### src/rtl/grad_descent_ctrl_if.sv
// ---------------------------------------------------------------------------
// grad_descent_ctrl_if
// Request/result handshake between the gradient-descent controller
// (requester, master modport) and the function evaluator (slave modport).
//
// Signals:
//   start_func          requester -> evaluator  evaluation request (level)
//   a_out..d_out [15:0] requester -> evaluator  Q8.8 operands
//   func_done           evaluator -> requester  result valid (level)
//   z_in        [31:0]  evaluator -> requester  Q24.8 signed result
// ---------------------------------------------------------------------------
interface grad_descent_ctrl_if;
    logic        start_func;
    logic [15:0] a_out;
    logic [15:0] b_out;
    logic [15:0] c_out;
    logic [15:0] d_out;
    logic        func_done;
    logic [31:0] z_in;

    modport master (
        output start_func, a_out, b_out, c_out, d_out,
        input  func_done, z_in
    );

    modport slave (
        input  start_func, a_out, b_out, c_out, d_out,
        output func_done, z_in
    );
endinterface

### src/rtl/grad_descent_ctrl.sv
// ---------------------------------------------------------------------------
// grad_descent_ctrl
// Iteration controller for the 4D gradient-descent datapath. Each iteration
// evaluates f at the base point and at four forward-perturbed points, forms
// the forward-difference gradient and updates a..d with shift-only math.
//
// Ports:
//   clk, rst_n            clock, asynchronous active-low reset
//   start                 begin a run (sampled only while idle)
//   a_init..d_init [15:0] starting point, Q8.8 signed
//   iter_max              iterations to run
//   func_bus              master side of the evaluator handshake
//   a_final..d_final      final parameters, Q8.8
//   z_final [31:0]        f at the final parameters, Q24.8
//   iter_count            iterations completed
//   busy, done            run in progress / run complete (held)
//
// Optional feature macro: GD_EARLY_STOP_EN -- when defined, a run finishes
// early once an update leaves all four parameters unchanged (all deltas 0).
// ---------------------------------------------------------------------------
module grad_descent_ctrl #(
    parameter int STEP_SHIFT = 4,
    parameter int LR_SHIFT   = 3,
    parameter int ITER_W     = 8
) (
    input  logic                clk,
    input  logic                rst_n,
    input  logic                start,
    input  logic [15:0]         a_init,
    input  logic [15:0]         b_init,
    input  logic [15:0]         c_init,
    input  logic [15:0]         d_init,
    input  logic [ITER_W-1:0]   iter_max,
    grad_descent_ctrl_if.master func_bus,
    output logic [15:0]         a_final,
    output logic [15:0]         b_final,
    output logic [15:0]         c_final,
    output logic [15:0]         d_final,
    output logic [31:0]         z_final,
    output logic [ITER_W-1:0]   iter_count,
    output logic                busy,
    output logic                done
);

    typedef enum logic [2:0] {S_IDLE, S_REQ, S_WAIT, S_REL, S_UPD, S_DONE} state_t;

    // Perturbation h in raw Q8.8 units, widened for saturating adds.
    localparam logic signed [33:0] H_STEP = 34'(1 << (8 - STEP_SHIFT));

    state_t             state_q, state_d;
    logic [2:0]         sel_q;
    logic               final_q;
    logic               start_func_q;
    logic [31:0]        z_base_q;
    logic [31:0]        z_pert_q [4];
    logic [15:0]        p_q      [4];
    logic [15:0]        op_q     [4];
    logic [15:0]        op_next  [4];
    logic [15:0]        p_new    [4];
    logic signed [31:0] delta    [4];
`ifdef GD_EARLY_STOP_EN
    logic [3:0]         delta_zero;
`endif

    function automatic logic [15:0] sat16(input logic signed [33:0] v);
        if (v > 34'sd32767)
            return 16'h7FFF;
        else if (v < -34'sd32768)
            return 16'h8000;
        else
            return v[15:0];
    endfunction

    // delta = sat32((z_pert - z_base) << STEP_SHIFT) >>> LR_SHIFT.
    // The difference wraps at 32 bits; only the shifted gradient saturates.
    function automatic logic signed [31:0] calc_delta(input logic [31:0] zp,
                                                      input logic [31:0] zb);
        logic signed [31:0] diff;
        logic signed [63:0] g_wide;
        logic signed [31:0] g;
        diff   = signed'(zp - zb);
        g_wide = 64'(diff) <<< STEP_SHIFT;
        if (g_wide > 64'sh7FFF_FFFF)
            g = 32'sh7FFF_FFFF;
        else if (g_wide < -64'sh8000_0000)
            g = 32'sh8000_0000;
        else
            g = g_wide[31:0];
        return g >>> LR_SHIFT;
    endfunction

    // Operand selection for the next request and the parallel update values.
    always_comb begin
        for (int i = 0; i < 4; i++) begin
            op_next[i] = (sel_q == 3'(i + 1)) ? sat16(34'(signed'(p_q[i])) + H_STEP) : p_q[i];
            delta[i]   = calc_delta(z_pert_q[i], z_base_q);
            p_new[i]   = sat16(34'(signed'(p_q[i])) - 34'(delta[i]));
        end
    end

`ifdef GD_EARLY_STOP_EN
    always_comb begin
        for (int i = 0; i < 4; i++) begin
            delta_zero[i] = (delta[i] == 32'sd0);
        end
    end
`endif

    always_ff @(posedge clk or negedge rst_n) begin
        if (!rst_n)
            state_q <= S_IDLE;
        else
            state_q <= state_d;
    end

    // REL only moves on once func_done has dropped, so a new request can
    // never be raised against a result still being presented.
    always_comb begin
        state_d = state_q;
        case (state_q)
            S_IDLE: if (start) state_d = S_REQ;
            S_REQ:  state_d = S_WAIT;
            S_WAIT: if (func_bus.func_done) state_d = S_REL;
            S_REL: begin
                if (!func_bus.func_done) begin
                    if (final_q)
                        state_d = S_DONE;
                    else if (sel_q == 3'd4)
                        state_d = S_UPD;
                    else
                        state_d = S_REQ;
                end
            end
            S_UPD:  state_d = S_REQ;
            S_DONE: state_d = S_IDLE;
            default: state_d = S_IDLE;
        endcase
    end

    // final_q marks the next base evaluation as the last one of the run.
    always_ff @(posedge clk or negedge rst_n) begin
        if (!rst_n) begin
            sel_q        <= '0;
            final_q      <= 1'b0;
            start_func_q <= 1'b0;
            z_base_q     <= '0;
            iter_count   <= '0;
            busy         <= 1'b0;
            done         <= 1'b0;
            a_final      <= '0;
            b_final      <= '0;
            c_final      <= '0;
            d_final      <= '0;
            z_final      <= '0;
            for (int i = 0; i < 4; i++) begin
                p_q[i]      <= '0;
                z_pert_q[i] <= '0;
                op_q[i]     <= '0;
            end
        end else begin
            case (state_q)
                S_IDLE: begin
                    if (start) begin
                        p_q[0]     <= a_init;
                        p_q[1]     <= b_init;
                        p_q[2]     <= c_init;
                        p_q[3]     <= d_init;
                        iter_count <= '0;
                        sel_q      <= '0;
                        done       <= 1'b0;
                        busy       <= 1'b1;
                        final_q    <= (iter_max == '0);
                    end
                end
                S_REQ: begin
                    for (int i = 0; i < 4; i++) begin
                        op_q[i] <= op_next[i];
                    end
                    start_func_q <= 1'b1;
                end
                S_WAIT: begin
                    if (func_bus.func_done) begin
                        if (sel_q == 3'd0)
                            z_base_q <= func_bus.z_in;
                        else
                            z_pert_q[2'(sel_q - 3'd1)] <= func_bus.z_in;
                        start_func_q <= 1'b0;
                    end
                end
                S_REL: begin
                    if (!func_bus.func_done && !final_q && sel_q != 3'd4)
                        sel_q <= sel_q + 3'd1;
                end
                S_UPD: begin
                    for (int i = 0; i < 4; i++) begin
                        p_q[i] <= p_new[i];
                    end
                    iter_count <= iter_count + ITER_W'(1);
                    sel_q      <= '0;
`ifdef GD_EARLY_STOP_EN
                    final_q    <= (iter_count + ITER_W'(1) == iter_max) || (delta_zero == 4'hF);
`else
                    final_q    <= (iter_count + ITER_W'(1) == iter_max);
`endif
                end
                S_DONE: begin
                    a_final <= p_q[0];
                    b_final <= p_q[1];
                    c_final <= p_q[2];
                    d_final <= p_q[3];
                    z_final <= z_base_q;
                    busy    <= 1'b0;
                    done    <= 1'b1;
                end
                default: ;
            endcase
        end
    end

    assign func_bus.start_func = start_func_q;
    assign func_bus.a_out      = op_q[0];
    assign func_bus.b_out      = op_q[1];
    assign func_bus.c_out      = op_q[2];
    assign func_bus.d_out      = op_q[3];

endmodule

### src/flat_wrapper.sv
// flat-port wrapper written by rule: the top's interface ports become plain ports
module grad_descent_ctrl_flat 
#(
    parameter int STEP_SHIFT = 4,
    parameter int LR_SHIFT   = 3,
    parameter int ITER_W     = 8
)
  (clk, rst_n, start, a_init, b_init, c_init, d_init, iter_max, a_final, b_final, c_final, d_final, z_final, iter_count, busy, done, func_bus_start_func, func_bus_a_out, func_bus_b_out, func_bus_c_out, func_bus_d_out, func_bus_func_done, func_bus_z_in);
  grad_descent_ctrl_if func_bus_i ();
  input  logic clk;
  input  logic rst_n;
  input  logic start;
  input  logic [15:0] a_init;
  input  logic [15:0] b_init;
  input  logic [15:0] c_init;
  input  logic [15:0] d_init;
  input  logic [ITER_W-1:0] iter_max;
  output logic [15:0] a_final;
  output logic [15:0] b_final;
  output logic [15:0] c_final;
  output logic [15:0] d_final;
  output logic [31:0] z_final;
  output logic [ITER_W-1:0] iter_count;
  output logic busy;
  output logic done;
  output wire logic [$bits(func_bus_i.start_func)-1:0] func_bus_start_func;
  output wire logic [$bits(func_bus_i.a_out)-1:0] func_bus_a_out;
  output wire logic [$bits(func_bus_i.b_out)-1:0] func_bus_b_out;
  output wire logic [$bits(func_bus_i.c_out)-1:0] func_bus_c_out;
  output wire logic [$bits(func_bus_i.d_out)-1:0] func_bus_d_out;
  input wire logic [$bits(func_bus_i.func_done)-1:0] func_bus_func_done;
  input wire logic [$bits(func_bus_i.z_in)-1:0] func_bus_z_in;
  assign func_bus_start_func = func_bus_i.start_func;
  assign func_bus_a_out = func_bus_i.a_out;
  assign func_bus_b_out = func_bus_i.b_out;
  assign func_bus_c_out = func_bus_i.c_out;
  assign func_bus_d_out = func_bus_i.d_out;
  assign func_bus_i.func_done = func_bus_func_done;
  assign func_bus_i.z_in = func_bus_z_in;
  grad_descent_ctrl #(.STEP_SHIFT(STEP_SHIFT), .LR_SHIFT(LR_SHIFT), .ITER_W(ITER_W)) u_core (.clk(clk), .rst_n(rst_n), .start(start), .a_init(a_init), .b_init(b_init), .c_init(c_init), .d_init(d_init), .iter_max(iter_max), .func_bus(func_bus_i), .a_final(a_final), .b_final(b_final), .c_final(c_final), .d_final(d_final), .z_final(z_final), .iter_count(iter_count), .busy(busy), .done(done));
endmodule
### config.mk
export PLATFORM = sky130hd
export DESIGN_NAME = grad_descent_ctrl_flat
export DESIGN_NICKNAME = d
export VERILOG_FILES = /design/src/rtl/grad_descent_ctrl_if.sv /design/src/rtl/grad_descent_ctrl.sv /design/src/flat_wrapper.sv
export SDC_FILE = /design/constraint.sdc
export NUM_CORES = 1
export LEC_CHECK = 0
export ABC_AREA = 1
export BUFFER_PORTS_ARGS = -buffer_cell sky130_fd_sc_hd__buf_2
export CAP_MARGIN = 10
export CORE_ASPECT_RATIO = 1.2
export CORE_MARGIN = 1.5
export CORE_UTILIZATION = 42
export CTS_BUF_LIST = sky130_fd_sc_hd__clkbuf_4 sky130_fd_sc_hd__clkbuf_8 sky130_fd_sc_hd__clkbuf_16
export CTS_CLUSTER_SIZE = 20
export DETAILED_ROUTE_END_ITERATION = 12
export PLACE_DENSITY = 0.64
export SLEW_MARGIN = 20
export SYNTH_ARGS = -nofsm -noshare
export SYNTH_HDL_FRONTEND = slang
export SYNTH_SLANG_ARGS = --single-unit
### constraint.sdc
create_clock -name clk -period 12.5 [get_ports clk]
set_input_delay 0.625 -clock clk [delete_from_list [all_inputs] [get_ports clk]]
set_output_delay 0.625 -clock clk [all_outputs]
set_load 0.03 [all_outputs]
==> run_results.csv <==
group,metric,value,unit
clock_tree,cts.sinks,402,
layout,syn2layout_area_growth,11.4,%
critical_path,r2r-end,"u_core.p_q[52]",
place,dp_hpwl,87500,µm
sta,period_needed,6.65,ns
clock_tree,cts_buffers,44,
critical_path,critPathArrivalTime,7.10,ns
layout,layout-drive-gt1-share,0.0947,
routing,detail_route.first_pass.iterations,5,
yosys,yosysMostFrequentCell,"nand2_1",
sta,worst_pin_slew,1.06,ns
yosys,synth.ff_latch_count,402,
yosys,avgSynthCellArea,6.78,µm²
yosys,yosysTopAreaCell,"dfrtp_1",
routing,routed_wl,111000,µm
sta,relSlewSlack,0.291,
critical_path,reg2reg_slack,5.85,ns
grt,grt_pass1_wl,172000,µm
layout,ff_latch_area,10100,µm²
floorplan,rows,112,
layout,final_nets,5445,
clock_tree,clock_latency,0.60,ns
clock_tree,htree_levels,2,
yosys,synth_edf_count,0,
routing,via_count,32400,
routing,avgViaCountPerCell,5.28,
yosys,synthArstFlopShare,1.00,
clock_tree,tritoncts,"done",
sta,grt_setup_unrepaired,"false",
clock_tree,cts_root_buf,"clkbuf_16",
yosys,synthFlopType,"dfrtp_1",
sta,hold_viol,0,
clock_tree,clkSlewWorstSetupHoldPaths,0.07,ns
grt,grt.total_usage,0.272,
grt,overflow,0,
place,place.gp.congestion,0.957,
floorplan,design.core.area,77600,µm²
critical_path,start_kind,"flop",
grt,grt_pass1_vias,30200,
yosys,synthTopCellsByCount,"nand2_1 (1513), inv_1 (549), nor2_1 (408)",
critical_path,setup.worst_path.start,"u_core.z_base_q[1]",
grt,antenna_found_initial,2,
sta,setup_tns,0,ns
sta,fin_crit_sh,0.532,
critical_path,critPathKind,"flop to flop",
yosys,ys_top_cells_by_area,"dfrtp_1 (31%), nand2_1 (17%), ha_1 (9.6%), inv_1 (6.3%), o21ai_0 (5.7%)",
yosys,synth_top_area_frac,0.306,
critical_path,cp-end-kind,"flop",
layout,fillers,8178,
routing,drtIter0Drc,2825,
run,drv_cap,0,
sta,setup_viol,0,
critical_path,cp_max_fo,25,
layout,multi_input_area,20300,µm²
routing,ant_nets,0,
yosys,syn_area,32900,µm²
critical_path,max_stage_delay,0.48,ns
clock_tree,hold_buffers,0,
floorplan,die_h,310,µm
clock_tree,clock_path_buffers,3,
routing,post-route-drc-count,0,
yosys,yosysWarnings,0,
sta,finalMaxSlewViolations,0,
critical_path,regToRegStartpoint,"u_core.z_base_q[1]",
sta,fmax,0.150,GHz
critical_path,critPathMostFrequentCell,"nand2_1",
floorplan,top_level_ports,279,
yosys,ys_seq_area_frac,0.306,
yosys,syn_nets,5222,
yosys,netlist_instances,4853,
floorplan,chipWidth,258,µm
floorplan,die_area,80000,µm²
critical_path,worst_r2r_path_depth,35,
outcome,status,"completed",
critical_path,worst_path_max_delay_cell,"dfrtp_1",
place,portBuffers,278,
floorplan,initial_core_util,0.424,
sta,finClkSkew,0.0227,ns
routing,wl_per_cell,18.0,µm
clock_tree,cts_setup_buffers,0,
grt,grt_max_degree,160,
clock_tree,post_cts_resized,0,
critical_path,setup.worst_path.end,"u_core.p_q[52]",
worst_hold_path,hp-class,"input pin to asynchronous set/reset pin",
yosys,ys_types,66,
critical_path,worstPathRequired,12.95,ns
-- cell type report --
type / count / share of cell area
well taps: 1026 / 0.0350
clock buffers: 58 / 0.0336
inverters: 562 / 0.0577
repair buffers: 295 / 0.0421
clock inverters: 14 / 0.00348
diodes: 1 / 0.0000683
multi-input cells: 3771 / 0.553
flip-flops and latches: 402 / 0.275
-- cells by family after synthesis --
family / Yosys count / share of synthesized area
DFF: 402 / 0.306
AOI/OAI and AO/OA: 943 / 0.159
and+or+nand+nor: 2351 / 0.296
buffers and inverters: 680 / 0.0794
adders and majority gates: 261 / 0.101
xor gates and xnor gates: 216 / 0.0583
-- critical path: cells and delay by family (launching register included) --
| kind | cells | cell delay [ns] |
|---|---|---|
| simple gates | 17 | 2.22 |
| fa+ha+maj | 2 | 0.63 |
| buf+inv | 1 | 0.21 |
| compound gates | 13 | 2.40 |
| flops | 1 | 0.48 |
| xor+xnor | 2 | 0.53 |
-- per-stage QoR --
step,hold slack (ns),std cells,utilization,instance area (µm²),setup slack (ns)
floorplan,0.329,4853,-,32900,7.01
global placement,0.448,6056,0.454,35300,6.07
detailed placement,0.457,6056,0.454,35300,5.82
CTS,0.122,6128,0.472,36600,5.80
global route,0.162,6128,0.472,36600,4.89
finish,0.0600,6129,0.472,36600,5.85
-- per-layer routing --
layer	vias to the layer above	track usage	wire length, µm
met1	15000	0.384	51900
met2	921	0.449	50800
met4	0	0.0562	2010
met3	115	0.0300	5840
li1	16300	-	-
met5	-	0	0
-- state kept, by name, summed over array words and instances (netlist names), 32 cells and up --
register	flops
u_core.z_final	32
u_core.p_q	64
u_core.z_base_q	32
u_core.z_pert_q	128
-- cells in the final DEF (no fill, tap or decap), drive strengths merged, types with 7 or more instances in the layout --
cell type,count
fa,8
clkinv,10
nand2,1566
nor3b,9
a211oi,13
nor3,64
o21ai,386
ha,253
o21bai,19
nand4,36
dfrtp,402
o211ai,28
a2bb2oi,8
a31o,7
xor2,146
nor4,17
a31oi,33
buf,295
inv,564
a21o,11
clkbuf,58
xnor2,70
nand3b,12
o22ai,8
nand3,213
o21a,15
and3,9
a21oi,372
or2,8
nor2,414
-- worst min path at each step --
stage / start / end / slack [ns]
global route: rst_n / u_core.z_pert_q[86] / 0.16
CTS: rst_n / u_core.z_pert_q[86] / 0.12
finish: rst_n / u_core.z_pert_q[86] / 0.06
global placement: u_core.a_final[3] / u_core.a_final[3] / 0.45
detailed placement: u_core.d_final[3] / u_core.d_final[3] / 0.46
floorplan: rst_n / u_core.a_final[0] / 0.33
Power is not shown: default switching activity piles up to over one toggle a cycle in this logic, so the estimate is an artifact.
